[config.mk]
export PLATFORM = sky130hd
export DESIGN_NAME = nto1_rr_sel_arbiter_flat
export DESIGN_NICKNAME = d
export VERILOG_FILES = /design/src/rtl/nto1_rr_sel_arbiter_if.sv /design/src/rtl/nto1_rr_sel_arbiter.sv /design/src/flat_wrapper.sv
export SDC_FILE = /design/constraint.sdc
export NUM_CORES = 1
export LEC_CHECK = 0
export BUFFER_PORTS_ARGS = -buffer_cell sky130_fd_sc_hd__buf_2
export CORE_MARGIN = 10
export CORE_UTILIZATION = 30
export CTS_BUF_LIST = sky130_fd_sc_hd__clkbuf_4 sky130_fd_sc_hd__clkbuf_8
export DETAILED_ROUTE_END_ITERATION = 7
export GPL_TIMING_DRIVEN = 0
export PLACE_DENSITY = 0.56
export RECOVER_POWER = 25
export SYNTH_ARGS = -nofsm -noshare
export SYNTH_HDL_FRONTEND = slang
export SYNTH_SLANG_ARGS = --single-unit
[constraint.sdc]
create_clock -name clk -period 10.7 [get_ports clk]
set_input_delay 0 -clock clk [delete_from_list [all_inputs] [get_ports clk]]
set_output_delay 0 -clock clk [all_outputs]
set_load 0.1 [all_outputs]
[src/rtl/nto1_rr_sel_arbiter_if.sv]
// Control bundle between N sources, the arbiter and the downstream consumer.
// The arbiter takes the slave view; the source/consumer side takes master.
interface nto1_rr_sel_arbiter_if #(
    parameter int N = 16
);
    localparam int SW = $clog2(N);

    logic [N-1:0]  req_valid;
    logic [N-1:0]  req_last;
    logic [N-1:0]  req_ready;
    logic [SW-1:0] sel;
    logic          out_valid;
    logic          out_last;
    logic          out_ready;
    logic          busy;

    modport slave (
        input  req_valid,
        input  req_last,
        input  out_ready,
        output req_ready,
        output sel,
        output out_valid,
        output out_last,
        output busy
    );

    modport master (
        output req_valid,
        output req_last,
        output out_ready,
        input  req_ready,
        input  sel,
        input  out_valid,
        input  out_last,
        input  busy
    );
endinterface

[src/rtl/nto1_rr_sel_arbiter.sv]
// Packet-aware round-robin arbiter driving the select of an N-to-1 data mux.
// Grant is held from the first beat until the last beat is accepted.
module nto1_rr_sel_arbiter #(
    parameter int N = 16
) (
    input  logic                     clk,
    input  logic                     rst,
    nto1_rr_sel_arbiter_if.slave     bus
);
    localparam int SW = $clog2(N);

    typedef enum logic {
        IDLE,
        GRANT
    } state_t;

    state_t        state_q, state_d;
    logic [SW-1:0] sel_q, sel_d;
    logic [SW-1:0] ptr_q, ptr_d;
    logic [SW-1:0] win;
    logic          found;
    int            idx;

    // Rotating scan starting at ptr; the first requester found wins.
    always_comb begin
        win   = '0;
        found = 1'b0;
        idx   = 0;
        for (int k = 0; k < N; k++) begin
            idx = int'(ptr_q) + k;
            if (idx >= N) idx = idx - N;
            if (!found && bus.req_valid[idx]) begin
                found = 1'b1;
                win   = idx[SW-1:0];
            end
        end
    end

    always_ff @(posedge clk or posedge rst) begin
        if (rst) begin
            state_q <= IDLE;
            sel_q   <= '0;
            ptr_q   <= '0;
        end else begin
            state_q <= state_d;
            sel_q   <= sel_d;
            ptr_q   <= ptr_d;
        end
    end

    always_comb begin
        state_d       = state_q;
        sel_d         = sel_q;
        ptr_d         = ptr_q;
        bus.busy      = 1'b0;
        bus.out_valid = 1'b0;
        bus.out_last  = 1'b0;
        bus.req_ready = '0;
        unique case (state_q)
            IDLE: begin
                if (found) begin
                    sel_d   = win;
                    state_d = GRANT;
                end
            end
            GRANT: begin
                bus.busy             = 1'b1;
                bus.out_valid        = bus.req_valid[sel_q];
                bus.out_last         = bus.req_last[sel_q];
                bus.req_ready[sel_q] = bus.out_ready;
                // Release only on an accepted last beat.
                if (bus.req_valid[sel_q] && bus.out_ready &&
                    bus.req_last[sel_q]) begin
                    state_d = IDLE;
                    ptr_d   = (sel_q == SW'(N - 1)) ? '0 : sel_q + 1'b1;
                end
            end
        endcase
    end

    assign bus.sel = sel_q;
endmodule

[src/flat_wrapper.sv]
// flat-port wrapper written by rule: the top's interface ports become plain ports
module nto1_rr_sel_arbiter_flat 
#(
    parameter int N = 16
)
  (clk, rst, bus_req_valid, bus_req_last, bus_out_ready, bus_req_ready, bus_sel, bus_out_valid, bus_out_last, bus_busy);
  nto1_rr_sel_arbiter_if #(.N(N)) bus_i ();
  input  logic clk;
  input  logic rst;
  input wire logic [$bits(bus_i.req_valid)-1:0] bus_req_valid;
  input wire logic [$bits(bus_i.req_last)-1:0] bus_req_last;
  input wire logic [$bits(bus_i.out_ready)-1:0] bus_out_ready;
  output wire logic [$bits(bus_i.req_ready)-1:0] bus_req_ready;
  output wire logic [$bits(bus_i.sel)-1:0] bus_sel;
  output wire logic [$bits(bus_i.out_valid)-1:0] bus_out_valid;
  output wire logic [$bits(bus_i.out_last)-1:0] bus_out_last;
  output wire logic [$bits(bus_i.busy)-1:0] bus_busy;
  assign bus_i.req_valid = bus_req_valid;
  assign bus_i.req_last = bus_req_last;
  assign bus_i.out_ready = bus_out_ready;
  assign bus_req_ready = bus_i.req_ready;
  assign bus_sel = bus_i.sel;
  assign bus_out_valid = bus_i.out_valid;
  assign bus_out_last = bus_i.out_last;
  assign bus_busy = bus_i.busy;
  nto1_rr_sel_arbiter #(.N(N)) u_core (.clk(clk), .rst(rst), .bus(bus_i));
endmodule
==> Implementation_results.wiki <==
{| class="wikitable"
! Metric !! Value
|-
| Most numerous cell in the Yosys netlist || sky130_fd_sc_hd__mux2i_1
|-
| Cells along the critical path || buf_4 > clkbuf_1 > clkinv_1 > ha_1 > buf_2 > clkbuf_1 > mux4_2 > mux2_2 > mux2i_4 > nand2_1 > nand4b_1 > buf_2 > nor2_1 > o22ai_1 > a41oi_1
|-
| Met1 GRT Util || 0.1895
|-
| Antenna-violating nets left || 0
|-
| Clock-pin slew of the registers on the worst-case setup and hold paths || 0.04 ns
|-
| Slew margin rel. || 0.05033
|-
| Fraction of the mapped netlist area in compound gates || 0.2100
|-
| RSZ-0062 raised after global routing || false
|-
| Port bufs || 57
|-
| HPWL after DPL || 9067 um
|-
| Result of the run || finished, final reports clean
|-
| Ports placed on the boundary || between 50 and 60
|-
| Register bit count reported by yosys || 9
|-
| Warnings, synthesis || 0
|-
| Cell area after technology mapping || 0.003134 sq mm
|-
| Nets@finish || 454
|-
| Number of global-route vias before repair || 3359
|-
| TritonCTS clock tree || built
|-
| Fraction of registers with async set/reset || 1.000
|-
| Maximum clock frequency || 171.9 MHz
|-
| Distinct cell type count of the synthesized netlist || 73
|-
| Net count after synthesis || 391
|-
| Overall global routing resource usage || 0.1510
|-
| Data required time at the worst endpoint || 10.83 ns
|-
| Count of final setup violators || 0
|-
| Area added between synthesis and finish || 16.37%
|-
| Dominant combinational cell family by area after synthesis || multiplexers
|-
| Via density per instance || ~6.0
|-
| Mean cell area of the mapped netlist || just over 9 sq um
|-
| Routed wirelength normalized by instance count || 21.02 um
|-
| Row count || 37
|-
| Nature of the critical path startpoint || flop
|-
| Critical R2R Launch || u_core.ptr_q[1]$_DFFE_PP0P_
|-
| Layout cell share with drive strength beyond 1 || 0.2973
|-
| Die area || 0.01494 sq mm
|-
| Crit share post-route || 0.5436
|-
| Routed via count || 3281
|-
| Crit path max-delay cell type || sky130_fd_sc_hd__mux4_2
|-
| Portion of the post-synthesis area used by sequential elements || 0.07186
|-
| Primary flip-flop cell chosen by synthesis mapping || sky130_fd_sc_hd__dfrtp_1
|-
| Worst endpoint data arrival time || 5.94 ns
|-
| Post-synthesis simple-gate area fraction || 0.2072
|-
| Height of the die || between 100 and 150 um
|-
| Weighted congestion reported at the end of routability-driven placement || just over 1
|-
| Drc violations || 0
|-
| Critical register-to-register path endpoint || u_core.bus.sel[3]$_DFFE_PP0P_
|-
| MaxCap Viol Count || 0
|-
| Worst hold endpoint || u_core.ptr_q[2]$_DFFE_PP0P_
|-
| Number of CTS-inserted buffers || 3
|-
| Crit path time final || about 5.8 ns
|-
| Grt met2 use || 0.2544
|-
| Grt peak-use layer || met2
|-
| Cell type group with the largest total delay on the critical path || buffers and inverters
|-
| Post-synthesis share of cell area spent on full adders, half adders and majority gates || 0.04391
|-
| Clock insertion delay at the later pin of the skew report || 0.23 ns
|-
| Detailed router's first-iteration violation count || 322
|-
| Clock root buffer master || sky130_fd_sc_hd__clkbuf_8
|-
| Clock buffer depth || 2
|-
| Count of inserted antenna diode cells || 0
|-
| Setup slack of the most critical reg-to-reg path || 4.88 ns
|-
| Crit path kind || reg2reg
|-
| Number of flops mapped to enable cells by yosys || 0
|-
| Pins over their slew limit || 0
|-
| Total length of routed wires || 11420 um
|-
| Pin count of the biggest net entering global routing || 13
|-
| Share of cell area taken by muxes after synthesis || 0.3804
|-
| Synth top area cells || sky130_fd_sc_hd__mux4_2 (17%), sky130_fd_sc_hd__mux2i_1 (8.0%), sky130_fd_sc_hd__dfrtp_1 (7.2%)
|-
| Hold Vio Cnt, Final || 0
|-
| Min-Delay Path Depth || 3
|-
| Setup_tns || 0 ns
|-
| Critical Path Sink Type || flop
|-
| Initial antenna violation count || 0
|-
| Slew @ Worst Pin || 1.405 ns
|-
| Grt met3 use || 0.03673
|-
| Gate count after technology mapping || 345
|-
| Initial core utilization || 0.3063
|-
| First-pass GRT wire length || 18430 um
|-
| Clock Skews || 0.002343 ns
|-
| Count of fill cells added during filler insertion || 1048
|-
| Core box area || around 0.01 sq mm
|-
| Total congestion overflow || 0
|-
| Width of the die || 122.2 um
|-
| Tightest Hold Check Type || in2reg
|-
| Share of the synthesized netlist area taken by xor and xnor gates || 0.03912
|-
| Total number of clock tree sinks || 9
|-
| Biggest area consumer among synthesized cells || sky130_fd_sc_hd__mux4_2
|-
| Worst Path Buf+Inv || 6
|-
| Fraction of post-synthesis cell area in the top cell type by area || 0.1725
|-
| Iteration count of the initial detailed-routing pass || 5
|-
| CTS H-tree depth || 1
|-
| Top cells by count, synth || sky130_fd_sc_hd__mux2i_1 (25), sky130_fd_sc_hd__mux4_2 (24), sky130_fd_sc_hd__and2_1 (23), sky130_fd_sc_hd__nor2_1 (22), sky130_fd_sc_hd__nand2_1 (21)
|-
| Maximum fanout encountered on the critical timing path || 11
|-
| Worst reg-to-reg path cell count || 15
|-
| Max stage delay on crit path || 0.58 ns
|-
| Min-Delay Startpoint || bus_out_ready
|}
through the flow:
stage | setup slack (ns) | instances | instance area, sq um | hold slack [ns] | utilization
after floorplan | 6.276 | 345 | 3134 | -0.1721 | -
after global placement | 4.934 | 538 | 3590 | -0.02517 | 0.3509
after detailed placement | 5.034 | 538 | 3590 | -0.02522 | 0.3509
after CTS | 4.955 | 543 | 3649 | 0.2407 | 0.3566
after global routing | 4.556 | 543 | 3647 | 0.2652 | 0.3565
final | 4.883 | 543 | 3647 | 0.2452 | 0.3565
cell families after synthesis:
family | after synthesis
and+or+nand+nor | 119
AOI/OAI and AO/OA | 86
muxes | 75
buffers and inverters | 31
xor gates and xnor gates | 14
adders and majority gates | 11
DFF | 9
routing by layer:
layer  vias to the layer above  routed length, um
met5                         -                  0
met4                         0                278
met3                        26                945
met2                       172               5496
met1                      1586               4695
li1                       1497                  -
sequential cells by signal (all words and copies together) (netlist names):
signal	flops
u_core.bus.sel	4
u_core.ptr_q	4
u_core.state_q	1
timing repair:
action | CTS | global route
buffers inserted | 0 | 0
endpoints found under the hold margin | 9 | 0
hold buffers | 1 | 0
resized for setup | 0 | 0
cells in the final DEF, fill, tap and decap left out, types with 8 or more instances in the layout:
master and n:
sky130_fd_sc_hd__buf_2 60, sky130_fd_sc_hd__nor2_1 22, sky130_fd_sc_hd__mux2_2 16, sky130_fd_sc_hd__clkbuf_1 9, sky130_fd_sc_hd__dfrtp_1 9, sky130_fd_sc_hd__ha_1 11, sky130_fd_sc_hd__mux2i_1 25, sky130_fd_sc_hd__xnor2_1 8
sky130_fd_sc_hd__o21ai_0 15, sky130_fd_sc_hd__a21oi_1 13, sky130_fd_sc_hd__and2_1 23, sky130_fd_sc_hd__inv_1 11, sky130_fd_sc_hd__nand3_1 12, sky130_fd_sc_hd__nand2_1 21, sky130_fd_sc_hd__nor3_1 8, sky130_fd_sc_hd__mux4_2 24
cell type report:
class                   instances  area, sq um  area share
clock buffers                   4        48.80     0.01338
repair buffers                 58        294.0     0.08062
multi-input cells             305         2760      0.7568
inverters                      13        48.80     0.01338
plain buffers                  18        100.1     0.02744
well taps                     136        170.2     0.04666
flip-flops and latches          9        225.2     0.06175
worst min-delay path: stages:
cell                      delay, ns
sky130_fd_sc_hd__buf_2         0.11
sky130_fd_sc_hd__nand3_1       0.21
sky130_fd_sc_hd__a21oi_1       0.11
worst max-delay path by stage:
stage,start,end,slack [ns],cells past startpoint
floorplan,u_core.ptr_q[1]$_DFFE_PP0P_,u_core.bus.sel[2]$_DFFE_PP0P_,6.28,13
finish,u_core.ptr_q[1]$_DFFE_PP0P_,u_core.bus.sel[3]$_DFFE_PP0P_,4.88,15
global route,u_core.ptr_q[1]$_DFFE_PP0P_,u_core.bus.sel[3]$_DFFE_PP0P_,4.56,15
CTS,u_core.ptr_q[1]$_DFFE_PP0P_,u_core.bus.sel[3]$_DFFE_PP0P_,4.95,15
detailed placement,u_core.ptr_q[1]$_DFFE_PP0P_,u_core.bus.sel[3]$_DFFE_PP0P_,5.03,15
global placement,u_core.ptr_q[1]$_DFFE_PP0P_,u_core.bus.sel[0]$_DFFE_PP0P_,4.93,15
Power is not shown: default switching activity piles up to over one toggle a cycle in this logic, so the estimate is an artifact.
